[config.mk]
export PLATFORM = sky130hd
export DESIGN_NAME = step_pulse_gen
export DESIGN_NICKNAME = d
export VERILOG_FILES = /design/src/rtl/step_pulse_gen.sv
export SDC_FILE = /design/constraint.sdc
export NUM_CORES = 1
export LEC_CHECK = 0
export BUFFER_PORTS_ARGS = -buffer_cell sky130_fd_sc_hd__buf_2
export CAP_MARGIN = 10
export CORE_ASPECT_RATIO = 1.75
export CORE_UTILIZATION = 55
export DETAILED_ROUTE_END_ITERATION = 8
export GPL_TIMING_DRIVEN = 0
export PLACE_DENSITY = 0.72
export SYNTH_ARGS = -nofsm -noshare
export SYNTH_HDL_FRONTEND = slang
export SYNTH_SLANG_ARGS = --single-unit
[constraint.sdc]
create_clock -name clk -period 3.75 [get_ports clk]
set_input_delay 0.5625 -clock clk [delete_from_list [all_inputs] [get_ports clk]]
set_output_delay 0.5625 -clock clk [all_outputs]
set_load 0.1 [all_outputs]
[src/rtl/step_pulse_gen.sv]
// Button/switch conditioner: synchronises and debounces a push-button and a slide switch,
// producing a one-clock press strobe and a debounced switch level for the downstream FSM.
module step_pulse_gen #(
    parameter int unsigned DEBOUNCE_CYCLES = 500000,
    parameter int unsigned CNT_W           = 19
) (
    input  logic       clk,
    input  logic       reset,
    input  logic       btn_raw,
    input  logic       sw_raw,
    output logic       pulse,
    output logic       in_db,
    output logic       btn_db,
    output logic [1:0] bstate
);

    typedef enum logic [1:0] {
        IDLE   = 2'b00,
        ARM    = 2'b01,
        HELD   = 2'b10,
        DISARM = 2'b11
    } bstate_t;

    localparam logic [CNT_W-1:0] LAST = CNT_W'(DEBOUNCE_CYCLES - 1);

    logic             btn_m, btn_s;
    logic             sw_m, sw_s;
    bstate_t          state, state_next;
    logic [CNT_W-1:0] bcnt, bcnt_next;
    logic             pulse_next;
    logic [CNT_W-1:0] scnt;

    always_ff @(posedge clk or negedge reset) begin
        if (!reset) begin
            btn_m <= 1'b0;
            btn_s <= 1'b0;
            sw_m  <= 1'b0;
            sw_s  <= 1'b0;
        end else begin
            btn_m <= btn_raw;
            btn_s <= btn_m;
            sw_m  <= sw_raw;
            sw_s  <= sw_m;
        end
    end

    always_ff @(posedge clk or negedge reset) begin
        if (!reset) begin
            state <= IDLE;
            bcnt  <= '0;
            pulse <= 1'b0;
        end else begin
            state <= state_next;
            bcnt  <= bcnt_next;
            pulse <= pulse_next;
        end
    end

    always_comb begin
        state_next = state;
        bcnt_next  = bcnt;
        pulse_next = 1'b0;
        unique case (state)
            IDLE: begin
                if (btn_s) begin
                    state_next = ARM;
                    bcnt_next  = '0;
                end
            end
            ARM: begin
                if (!btn_s) begin
                    state_next = IDLE;
                    bcnt_next  = '0;
                end else if (bcnt == LAST) begin
                    state_next = HELD;
                    pulse_next = 1'b1;
                end else begin
                    bcnt_next = bcnt + 1'b1;
                end
            end
            HELD: begin
                if (!btn_s) begin
                    state_next = DISARM;
                    bcnt_next  = '0;
                end
            end
            DISARM: begin
                // A bounce back to 1 during release re-enters HELD without a new strobe.
                if (btn_s) begin
                    state_next = HELD;
                end else if (bcnt == LAST) begin
                    state_next = IDLE;
                end else begin
                    bcnt_next = bcnt + 1'b1;
                end
            end
            default: state_next = IDLE;
        endcase
    end

    assign btn_db = state[1];
    assign bstate = state;

    always_ff @(posedge clk or negedge reset) begin
        if (!reset) begin
            scnt  <= '0;
            in_db <= 1'b0;
        end else if (sw_s == in_db) begin
            scnt <= '0;
        end else if (scnt == LAST) begin
            in_db <= sw_s;
            scnt  <= '0;
        end else begin
            scnt <= scnt + 1'b1;
        end
    end

endmodule

==> results.sh, run 1 <==
export IMPL_post_cts_buffers=0
export IMPL_fp_dieH_um=93.26
export IMPL_layout_setup_ws_ns=1.792
export IMPL_endpoint="bstate[1]"
export IMPL_yosysTopAreaCell="dfrtp_1"
export IMPL_finalCritPeriodShare_pct=52.21
export IMPL_clock_fmax_ghz=0.5108
export IMPL_die_width_um=54.15
export IMPL_drv_cap=0
export IMPL_rsz0062_at_grt="false"
export IMPL_fin_crit_ns=1.958
export IMPL_ant_nets=0
export IMPL_clkTransAtPathRegs_ns=0.08
export IMPL_hold_class="register to register"
export IMPL_cts_max_level=2
export IMPL_cts_buffer_depth=2
export IMPL_yosys_warnings=0
export IMPL_syn_area_sq_um=2618
export IMPL_p_per_area_nw_per_um2=333.7
export IMPL_grt_pass1_wl_mm=9.384
export IMPL_wl_mm=5.442
export IMPL_grt_pass1_vias=2093
export IMPL_hold_buffers=0
export IMPL_cpMaxStageDelayCell="dfrtp_1"
export IMPL_drc=0
export IMPL_synth_seq_cells=46
export IMPL_arrival_ns=1.40
export IMPL_grt_overflow=0
export IMPL_die_area_sq_um=5050
export IMPL_pre_cts_ws_ns=1.895
export IMPL_place_congestion=0.7952
export IMPL_power_mw=0.9448
export IMPL_cts_made_buffers=5
export IMPL_cts_sinks=46
export IMPL_synth_area_leaders="dfrtp_1 44%, xor2_1 4.7%, nor2_1 4.3%"
export IMPL_final_setup_tns_ns=0
export IMPL_placement_cell_area_sq_um=2721
export IMPL_dp_cells=330
export IMPL_whs_ns=0.3548
export IMPL_antenna_cells=0
export IMPL_finalSetupViolations=0
export IMPL_slew_violations=0
export IMPL_drt_initial_drc_count=21
export IMPL_critPathRequiredTime_ns=3.19
export IMPL_syn_area_per_cell_sq_um=9.659
export IMPL_hold_viol=0
export IMPL_yosysSeqAreaShare_pct=43.98
export IMPL_rr_worst_depth=6
export IMPL_place_detailed_hpwl_mm=3.950
export IMPL_rows=32
export IMPL_fin_util_pct=63.14
export IMPL_grt_max_degree=47
export IMPL_drive_gt1_share_pct=18.47
export IMPL_max_slew_margin_pct=32.62
export IMPL_static_leakage_power_nw=1.252
export IMPL_cts_tree="built"
export IMPL_start_util_pct=58.37
export IMPL_wire_per_inst_um=16.10
export IMPL_rr_startpoint="bcnt[1]$_DFFE_PN0P_"
export IMPL_clock_tree_root_cell="clkbuf_8"
export IMPL_boundaryPins=9
export IMPL_io_buffers=8
export IMPL_cp_cell_sequence="buf_4 > buf_2"
export IMPL_vias=2042
export IMPL_finalNetCount=292
export IMPL_worst_setup_path_end_kind="output port"
export IMPL_globalRouteTotalUtil_pct=25.46
export IMPL_status="finished clean"
export IMPL_max_stage_delay_ns=0.52
export IMPL_ir_drop_mv=0.2608
export IMPL_synth_edf_count=0
export IMPL_avgViaCountPerCell=6.041
export IMPL_crit_type="register to output port"
export IMPL_design_area_sq_um=2831
export IMPL_firstDrtPassIters=4
export IMPL_tightest_slew_ns=1.011
export IMPL_instances_no_fill=338
export IMPL_synth_main_ff_cell="dfrtp_1"
export IMPL_synth_cells=271
export IMPL_synth_top_area_share_pct=43.98
export IMPL_yosysUniqueCellTypes=58
export IMPL_fin_worst_skew_ns=0.002943
export IMPL_crit_path_start_kind="register"
export IMPL_areaGrowthSynthToFinish_pct=8.174
export IMPL_worstPathMaxFanout=9
export IMPL_antenna_found_initial=0
export IMPL_path_buf_inv=2
export IMPL_cts_resized=0
export IMPL_fp_coreArea_sq_um=4484
export IMPL_cp_top_family="buffers and inverters"
export IMPL_r2r_end="bcnt[16]$_DFFE_PN0P_"
export IMPL_regToRegSetupSlack_ns=1.88
export IMPL_synthArstFlopShare_pct=100.0
export IMPL_clk_insertion_delay_late_ns=0.30
export IMPL_synth_fp_nets=277
export IMPL_crit_cells=2
Yosys cell counts, drive strengths merged (4+ instances only):
master	number
a21oi	7
and4	5
buf	15
dfrtp	46
inv	5
nand2	28
nand3	17
nand4	14
nor2	31
nor3	12
nor4	4
nor4b	4
o211ai	6
o21ai	17
xnor2	7
xor2	15
logic make-up (layout without fill, tap and decap cells):
logic type               count (synthesis)  count (layout)  share of synthesized area [%]
multiplexers                             3               3                          1.386
buffers and inverters                   22              38                          5.067
XOR/XNOR                                22              22                          7.648
flip-flops                              46              46                          43.98
adder cells (fa/ha/maj)                  2               2                         0.9559
AND/OR/NAND/NOR                        132             132                          30.40
AO/OA/AOI/OAI                           44              44                          10.56
routing by layer:
layer,vias up,track usage (%),part of all wire (%)
li1,1002,-,-
met1,988,26.33,38
met2,34,45.53,55
met3,18,3.902,2.1
met4,0,14.10,4.0
met5,-,0,0
registers in the layout, indices dropped and copies added (netlist names), named ones only:
signal / flops
btn_m: 1
in_db: 1
sw_m: 1
scnt: 19
bstate: 1
pulse: 1
btn_s: 1
sw_s: 1
bcnt: 19
area by class of cell:
cell class | count | area [sq um]
Buffer | 17 | 113.9
Clock buffer | 6 | 72.57
Clock inverter | 2 | 37.54
Fill cell | 405 | 1653
Inverter | 5 | 18.77
Multi-Input combinational cell | 203 | 1334
Sequential cell | 46 | 1151
Tap cell | 51 | 63.81
Timing Repair Buffer | 8 | 40.04
placed cells by master, fill, tap and decap left out, drive strengths merged, types with 2 or more instances in the layout:
cell type,instances
and2,3
and4,5
nor3,12
nand2,28
nand4,14
or2,2
clkbuf,8
inv,5
a31oi,3
nand4b,3
nor2b,2
and3,2
o22ai,2
o21ai,17
ha,2
xor2,15
a21oi,7
mux2,2
nor4b,4
o211ai,6
a211oi,2
nor4,4
nor2,31
buf,23
nand3,17
a41oi,2
xnor2,7
dfrtp,46
power by group:
group	total, mW	switching [mW]	leakage [nW]	internal (mW)
sequential	0.514	0.0101	0.627	0.504
combinational	0.0669	0.0453	0.573	0.0216
clock	0.364	0.165	0.0514	0.199
total	0.945	0.220	1.25	0.724
worst min path at each step:
stage                                from                    endpoint  slack [ns]  depth (start not counted)
after global placement     sw_m$_DFF_PN0_              sw_s$_DFF_PN0_        0.34                          0
after CTS                  sw_m$_DFF_PN0_              sw_s$_DFF_PN0_        0.36                          0
after floorplan                     reset  asynchronous set/reset pin        0.27                          0
after detailed placement  btn_m$_DFF_PN0_             btn_s$_DFF_PN0_        0.34                          0
final                      sw_m$_DFF_PN0_              sw_s$_DFF_PN0_        0.35                          0
after global routing               sw_raw              sw_m$_DFF_PN0_        0.35                          1
Note: power is estimated with default switching activity, not from simulation.
==> inputs of run 2 (changes only) <==
--- a/config.mk
+++ b/config.mk
@@ -11,7 +11,7 @@
 export CORE_UTILIZATION = 55
 export DETAILED_ROUTE_END_ITERATION = 8
 export GPL_TIMING_DRIVEN = 0
-export PLACE_DENSITY = 0.72
+export PLACE_DENSITY = 0.75
 export SYNTH_ARGS = -nofsm -noshare
 export SYNTH_HDL_FRONTEND = slang
 export SYNTH_SLANG_ARGS = --single-unit
==> constraint.sdc (replaced) <==
create_clock -name clk -period 1.7 [get_ports clk]
set_input_delay 0.255 -clock clk [delete_from_list [all_inputs] [get_ports clk]]
set_output_delay 0.255 -clock clk [all_outputs]
set_load 0.1 [all_outputs]
==> results.sh, run 2 (synthesis results as in run 1) <==
export IMPL_status="finished clean"
export IMPL_cts_sinks=46
export IMPL_globalRouteTotalUtil_pct=24.86
export IMPL_drv_cap=0
export IMPL_drive_gt1_share_pct=31.17
export IMPL_firstDrtPassIters=4
export IMPL_grt_pass1_vias=2100
export IMPL_clkTransAtPathRegs_ns=0.08
export IMPL_layout_common_cells="39 x dfrtp_1, 25 x nand2_1, 22 x nor2_1, 22 x buf_4, 17 x nand3_1"
export IMPL_cts_tree="built"
export IMPL_cts_buffer_depth=2
export IMPL_r2r_end="scnt[10]$_DFF_PN0_"
export IMPL_min_to="sw_m$_DFF_PN0_"
export IMPL_clock_tree_root_cell="clkbuf_8"
export IMPL_grt_overflow=0
export IMPL_fp_coreArea_sq_um=4484
export IMPL_finalNetCount=313
export IMPL_worstPathMaxFanout=8
export IMPL_place_detailed_hpwl_mm=3.840
export IMPL_reg_largest_list="bcnt (19), scnt (19)"
export IMPL_hold_viol=0
export IMPL_die_width_um=54.15
export IMPL_crit_type="register to register"
export IMPL_fp_dieH_um=93.26
export IMPL_path_buf_inv=2
export IMPL_crit_cells=7
export IMPL_slew_violations=0
export IMPL_place_congestion=0.8513
export IMPL_fin_crit_ns=1.687
export IMPL_critPathRequiredTime_ns=1.89
export IMPL_pre_cts_ws_ns=-0.1600
export IMPL_max_stage_delay_ns=0.43
export IMPL_cp_top_family="simple AND/OR/NAND/NOR gates"
export IMPL_final_common_cell="dfrtp_1"
export IMPL_clk_insertion_delay_late_ns=0.30
export IMPL_die_area_sq_um=5050
export IMPL_tightest_slew_ns=1.025
export IMPL_max_slew_margin_pct=31.65
export IMPL_rr_worst_depth=7
export IMPL_layout_setup_ws_ns=0.01349
export IMPL_clock_fmax_ghz=0.5929
export IMPL_regToRegSetupSlack_ns=0.01
export IMPL_hold_class="input port to register"
export IMPL_grt_pass1_wl_mm=9.183
export IMPL_rsz0062_at_grt="true"
export IMPL_grt_max_degree=47
export IMPL_fin_worst_skew_ns=0.007937
export IMPL_hold_buffers=0
export IMPL_cts_made_buffers=5
export IMPL_cpMaxStageDelayCell="dfrtp_1"
export IMPL_start_util_pct=58.37
export IMPL_wl_mm=6.055
export IMPL_ir_drop_mv=0.5200
export IMPL_antenna_cells=0
export IMPL_io_buffers=8
export IMPL_areaGrowthSynthToFinish_pct=21.37
export IMPL_instances_no_fill=359
export IMPL_dp_cells=330
export IMPL_ant_nets=0
export IMPL_avgViaCountPerCell=6.128
export IMPL_boundaryPins=9
export IMPL_antenna_found_initial=0
export IMPL_rr_startpoint="scnt[0]$_DFF_PN0_"
export IMPL_finalCritPeriodShare_pct=99.21
export IMPL_min_path_cells=1
export IMPL_crit_path_start_kind="register"
export IMPL_vias=2200
export IMPL_cts_max_level=2
export IMPL_worst_setup_path_end_kind="register"
export IMPL_finalSetupViolations=0
export IMPL_arrival_ns=1.87
export IMPL_rows=32
export IMPL_power_mw=2.144
export IMPL_wire_per_inst_um=16.87
export IMPL_drc=0
export IMPL_cp_cell_sequence="ha_4 > nand4_1 > nor3_2 > or2_1 > buf_6 > clkbuf_16 > nor2_2"
export IMPL_drt_initial_drc_count=80
export IMPL_static_leakage_power_nw=1.417
export IMPL_p_per_area_nw_per_um2=674.9
export IMPL_min_from="sw_raw"
[run 2: changes by cell type in the layout (fill, tap and decap cells not counted), sizes merged]
| cell | change |
|---|---|
| clkbuf | +1 |
| clkinv | +2 |
| buf | +19 |
| clkinvlp | -1 |
[run 2: worst max-delay path by stage]
stage                                from                    to  slack [ns]
finish                  scnt[0]$_DFF_PN0_    scnt[10]$_DFF_PN0_        0.01
global route            scnt[0]$_DFF_PN0_    scnt[10]$_DFF_PN0_       -0.06
global placement      bcnt[1]$_DFFE_PN0P_  bcnt[16]$_DFFE_PN0P_       -0.17
CTS                 bstate[0]$_DFFE_PN0P_  bcnt[14]$_DFFE_PN0P_       0.009
detailed placement    bcnt[1]$_DFFE_PN0P_  bcnt[16]$_DFFE_PN0P_       -0.16
floorplan           bstate[0]$_DFFE_PN0P_   bcnt[6]$_DFFE_PN0P_     -0.0005
[run 2: layout make-up]
cell class,instances,area (sq um)
Tap cell,51,63.81
Buffer,17,135.1
Clock buffer,5,68.82
Inverter,5,18.77
Sequential cell,46,1162
Multi-Input combinational cell,203,1460
Fill cell,330,1308
Clock inverter,3,40.04
Timing Repair Buffer,29,227.7
[run 2: routing by layer]
metal	global-route usage [%]	vias up	share of wire (%)
li1	-	1045	-
met1	25.74	1082	39
met2	44.21	58	56
met3	4.228	15	2.9
met4	13.68	0	2.4
met5	0	-	0
[run 2: where the power goes]
part	switching, mW	total (mW)	internal [mW]	leakage (nW)
registers	0.0235	1.14	1.11	0.616
clock network	0.374	0.807	0.433	0.0579
logic	0.116	0.200	0.0844	0.743
total	0.513	2.14	1.63	1.42
[run 2: per-stage QoR]
step	cell area (sq um)	setup TNS [ns]	utilization, %	hold WS, ns
after floorplan	2626	-0.0005205	-	-0.04059
after global placement	2730	-1.034	60.88	0.3318
after detailed placement	2730	-1.298	60.88	0.3418
after CTS	2924	0	65.21	0.05150
after global routing	3177	-0.6029	70.84	0.04236
final	3177	0	70.84	0.05564
[run 2: what timing repair did]
item	in CTS	in global routing
resized for setup	12	23
hold endpoints to repair	0	0
gates cloned	0	1
pin swaps	4	15
setup buffers	5	15
setup endpoints to repair	19	24
==> inputs of run 3 (changes only) <==
--- a/config.mk
+++ b/config.mk
@@ -10,7 +10,6 @@
 export CORE_ASPECT_RATIO = 1.75
 export CORE_UTILIZATION = 55
 export DETAILED_ROUTE_END_ITERATION = 8
-export GPL_TIMING_DRIVEN = 0
 export PLACE_DENSITY = 0.75
 export SYNTH_ARGS = -nofsm -noshare
 export SYNTH_HDL_FRONTEND = slang
==> results.sh, run 3 (synthesis results as in run 1) <==
export IMPL_ant_nets=0
export IMPL_min_from="btn_raw"
export IMPL_rows=32
export IMPL_areaGrowthSynthToFinish_pct=12.28
export IMPL_drc=0
export IMPL_worstPathMaxFanout=11
export IMPL_layout_setup_ws_ns=0.04448
export IMPL_globalRouteMet1Util_pct=26.05
export IMPL_placement_cell_area_sq_um=2829
export IMPL_cts_tree="built"
export IMPL_cpMaxStageDelayCell="dfrtp_2"
export IMPL_rr_startpoint="bcnt[7]$_DFFE_PN0P_"
export IMPL_fin_crit_ns=1.656
export IMPL_whs_ns=0.05164
export IMPL_place_congestion=0.8461
export IMPL_rr_worst_depth=5
export IMPL_grt_pass1_vias=2143
export IMPL_critPathRequiredTime_ns=1.44
export IMPL_fp_dieH_um=93.26
export IMPL_clock_tree_root_cell="clkbuf_8"
export IMPL_drive_gt1_share_pct=22.97
export IMPL_min_to="btn_m$_DFF_PN0_"
export IMPL_hold_class="input port to register"
export IMPL_reg_largest_list="bcnt (19), scnt (19)"
export IMPL_avgViaCountPerCell=6.055
export IMPL_cts_max_level=2
export IMPL_design_area_sq_um=2939
export IMPL_cts_buffer_depth=2
export IMPL_boundaryPins=9
export IMPL_clkTransAtPathRegs_ns=0.09
export IMPL_grt_max_degree=34
export IMPL_grt_pass1_wl_mm=9.308
export IMPL_crit_type="register to output port"
export IMPL_static_leakage_power_nw=1.316
export IMPL_wire_per_inst_um=15.99
export IMPL_min_path_cells=1
export IMPL_die_area_sq_um=5050
export IMPL_place_detailed_hpwl_mm=4.073
export IMPL_status="finished clean"
export IMPL_cts_sinks=46
export IMPL_fp_coreArea_sq_um=4484
export IMPL_tightest_slew_ns=0.4897
export IMPL_pre_cts_ws_ns=0.06482
export IMPL_max_slew_margin_pct=66.90
export IMPL_start_util_pct=58.37
export IMPL_antenna_found_initial=0
export IMPL_rsz0062_at_grt="true"
export IMPL_clk_insertion_delay_late_ns=0.30
export IMPL_globalRouteTotalUtil_pct=25.34
export IMPL_crit_path_start_kind="register"
export IMPL_fill_cells=374
export IMPL_clock_fmax_ghz=0.6040
export IMPL_cp_cell_sequence="buf_4 > buf_2"
export IMPL_regToRegSetupSlack_ns=0.05
export IMPL_fin_util_pct=65.54
export IMPL_drt_initial_drc_count=45
export IMPL_io_buffers=8
export IMPL_grt_overflow=0
export IMPL_max_stage_delay_ns=0.46
export IMPL_hold_viol=0
export IMPL_wl_mm=5.548
export IMPL_met3_usage_pct=3.415
export IMPL_vias=2101
export IMPL_fin_worst_skew_ns=0.005431
export IMPL_final_common_cell="dfrtp_1"
export IMPL_worst_setup_path_end_kind="output port"
export IMPL_drv_cap=0
export IMPL_ir_drop_mv=0.5590
export IMPL_finalCritPeriodShare_pct=97.38
export IMPL_slew_violations=0
export IMPL_layout_common_cells="43 x dfrtp_1, 30 x nor2_1, 25 x nand2_1"
export IMPL_finalNetCount=301
export IMPL_met2_usage_pct=46.95
export IMPL_arrival_ns=1.40
export IMPL_post_cts_buffers=0
export IMPL_finalSetupViolations=0
export IMPL_antenna_cells=0
export IMPL_p_per_area_nw_per_um2=672.7
export IMPL_top_usage_layer="met2"
export IMPL_firstDrtPassIters=4
export IMPL_die_width_um=54.15
export IMPL_cts_made_buffers=5
[run 3: area by class of cell]
type	instances	area, sq um	share of cell area, %
clock buffers	5	68.82	2.341
clock inverters	3	21.27	0.7237
inverters	5	18.77	0.6386
multi-input cells	203	1346	45.81
flip-flops and latches	46	1157	39.38
well taps	51	63.81	2.171
repair buffers	34	262.8	8.940
[run 3: worst max-delay path by stage]
| stage | slack, ns | endpoint |
|---|---|---|
| detailed placement | 0.06 | bcnt[13]$_DFFE_PN0P_ |
| floorplan | -0.0005 | bcnt[6]$_DFFE_PN0P_ |
| global placement | 0.1 | bcnt[13]$_DFFE_PN0P_ |
| CTS | 0.05 | btn_db |
| global route | -0.01 | bcnt[5]$_DFFE_PN0P_ |
| finish | 0.04 | btn_db |
[run 3: what timing repair did]
item,4_1_cts,5_1_grt
hold buffers,1,0
endpoints found under the hold margin,13,0
setup endpoints to repair,0,9
gates resized for setup,0,3
[run 3: per-layer routing]
| metal | vias up | share of wire [%] |
|---|---|---|
| met2 | 32 | 58 |
| met4 | 0 | 3.0 |
| met5 | - | 0 |
| met3 | 13 | 1.9 |
| li1 | 1018 | - |
| met1 | 1038 | 37 |
[run 3: per-stage QoR]
stage	setup TNS, ns	power (mW)	instances
after global placement	0	1.321	338
after detailed placement	0	1.326	338
after CTS	0	1.995	347
after floorplan	-0.0005205	1.252	271
final	0	1.977	347
after global routing	-0.03373	2.059	347
[run 3: where the power goes]
group | internal, mW | switching [mW] | total [mW]
sequential | 1.11 | 0.0162 | 1.13
combinational | 0.0660 | 0.111 | 0.177
clock | 0.289 | 0.382 | 0.671
total | 1.47 | 0.509 | 1.98
[run 3: critical path: cells and delay by family, from the launching register on]
family	cells	cell delay (ns)
DFF	1	0.46
buffers and inverters	2	0.64
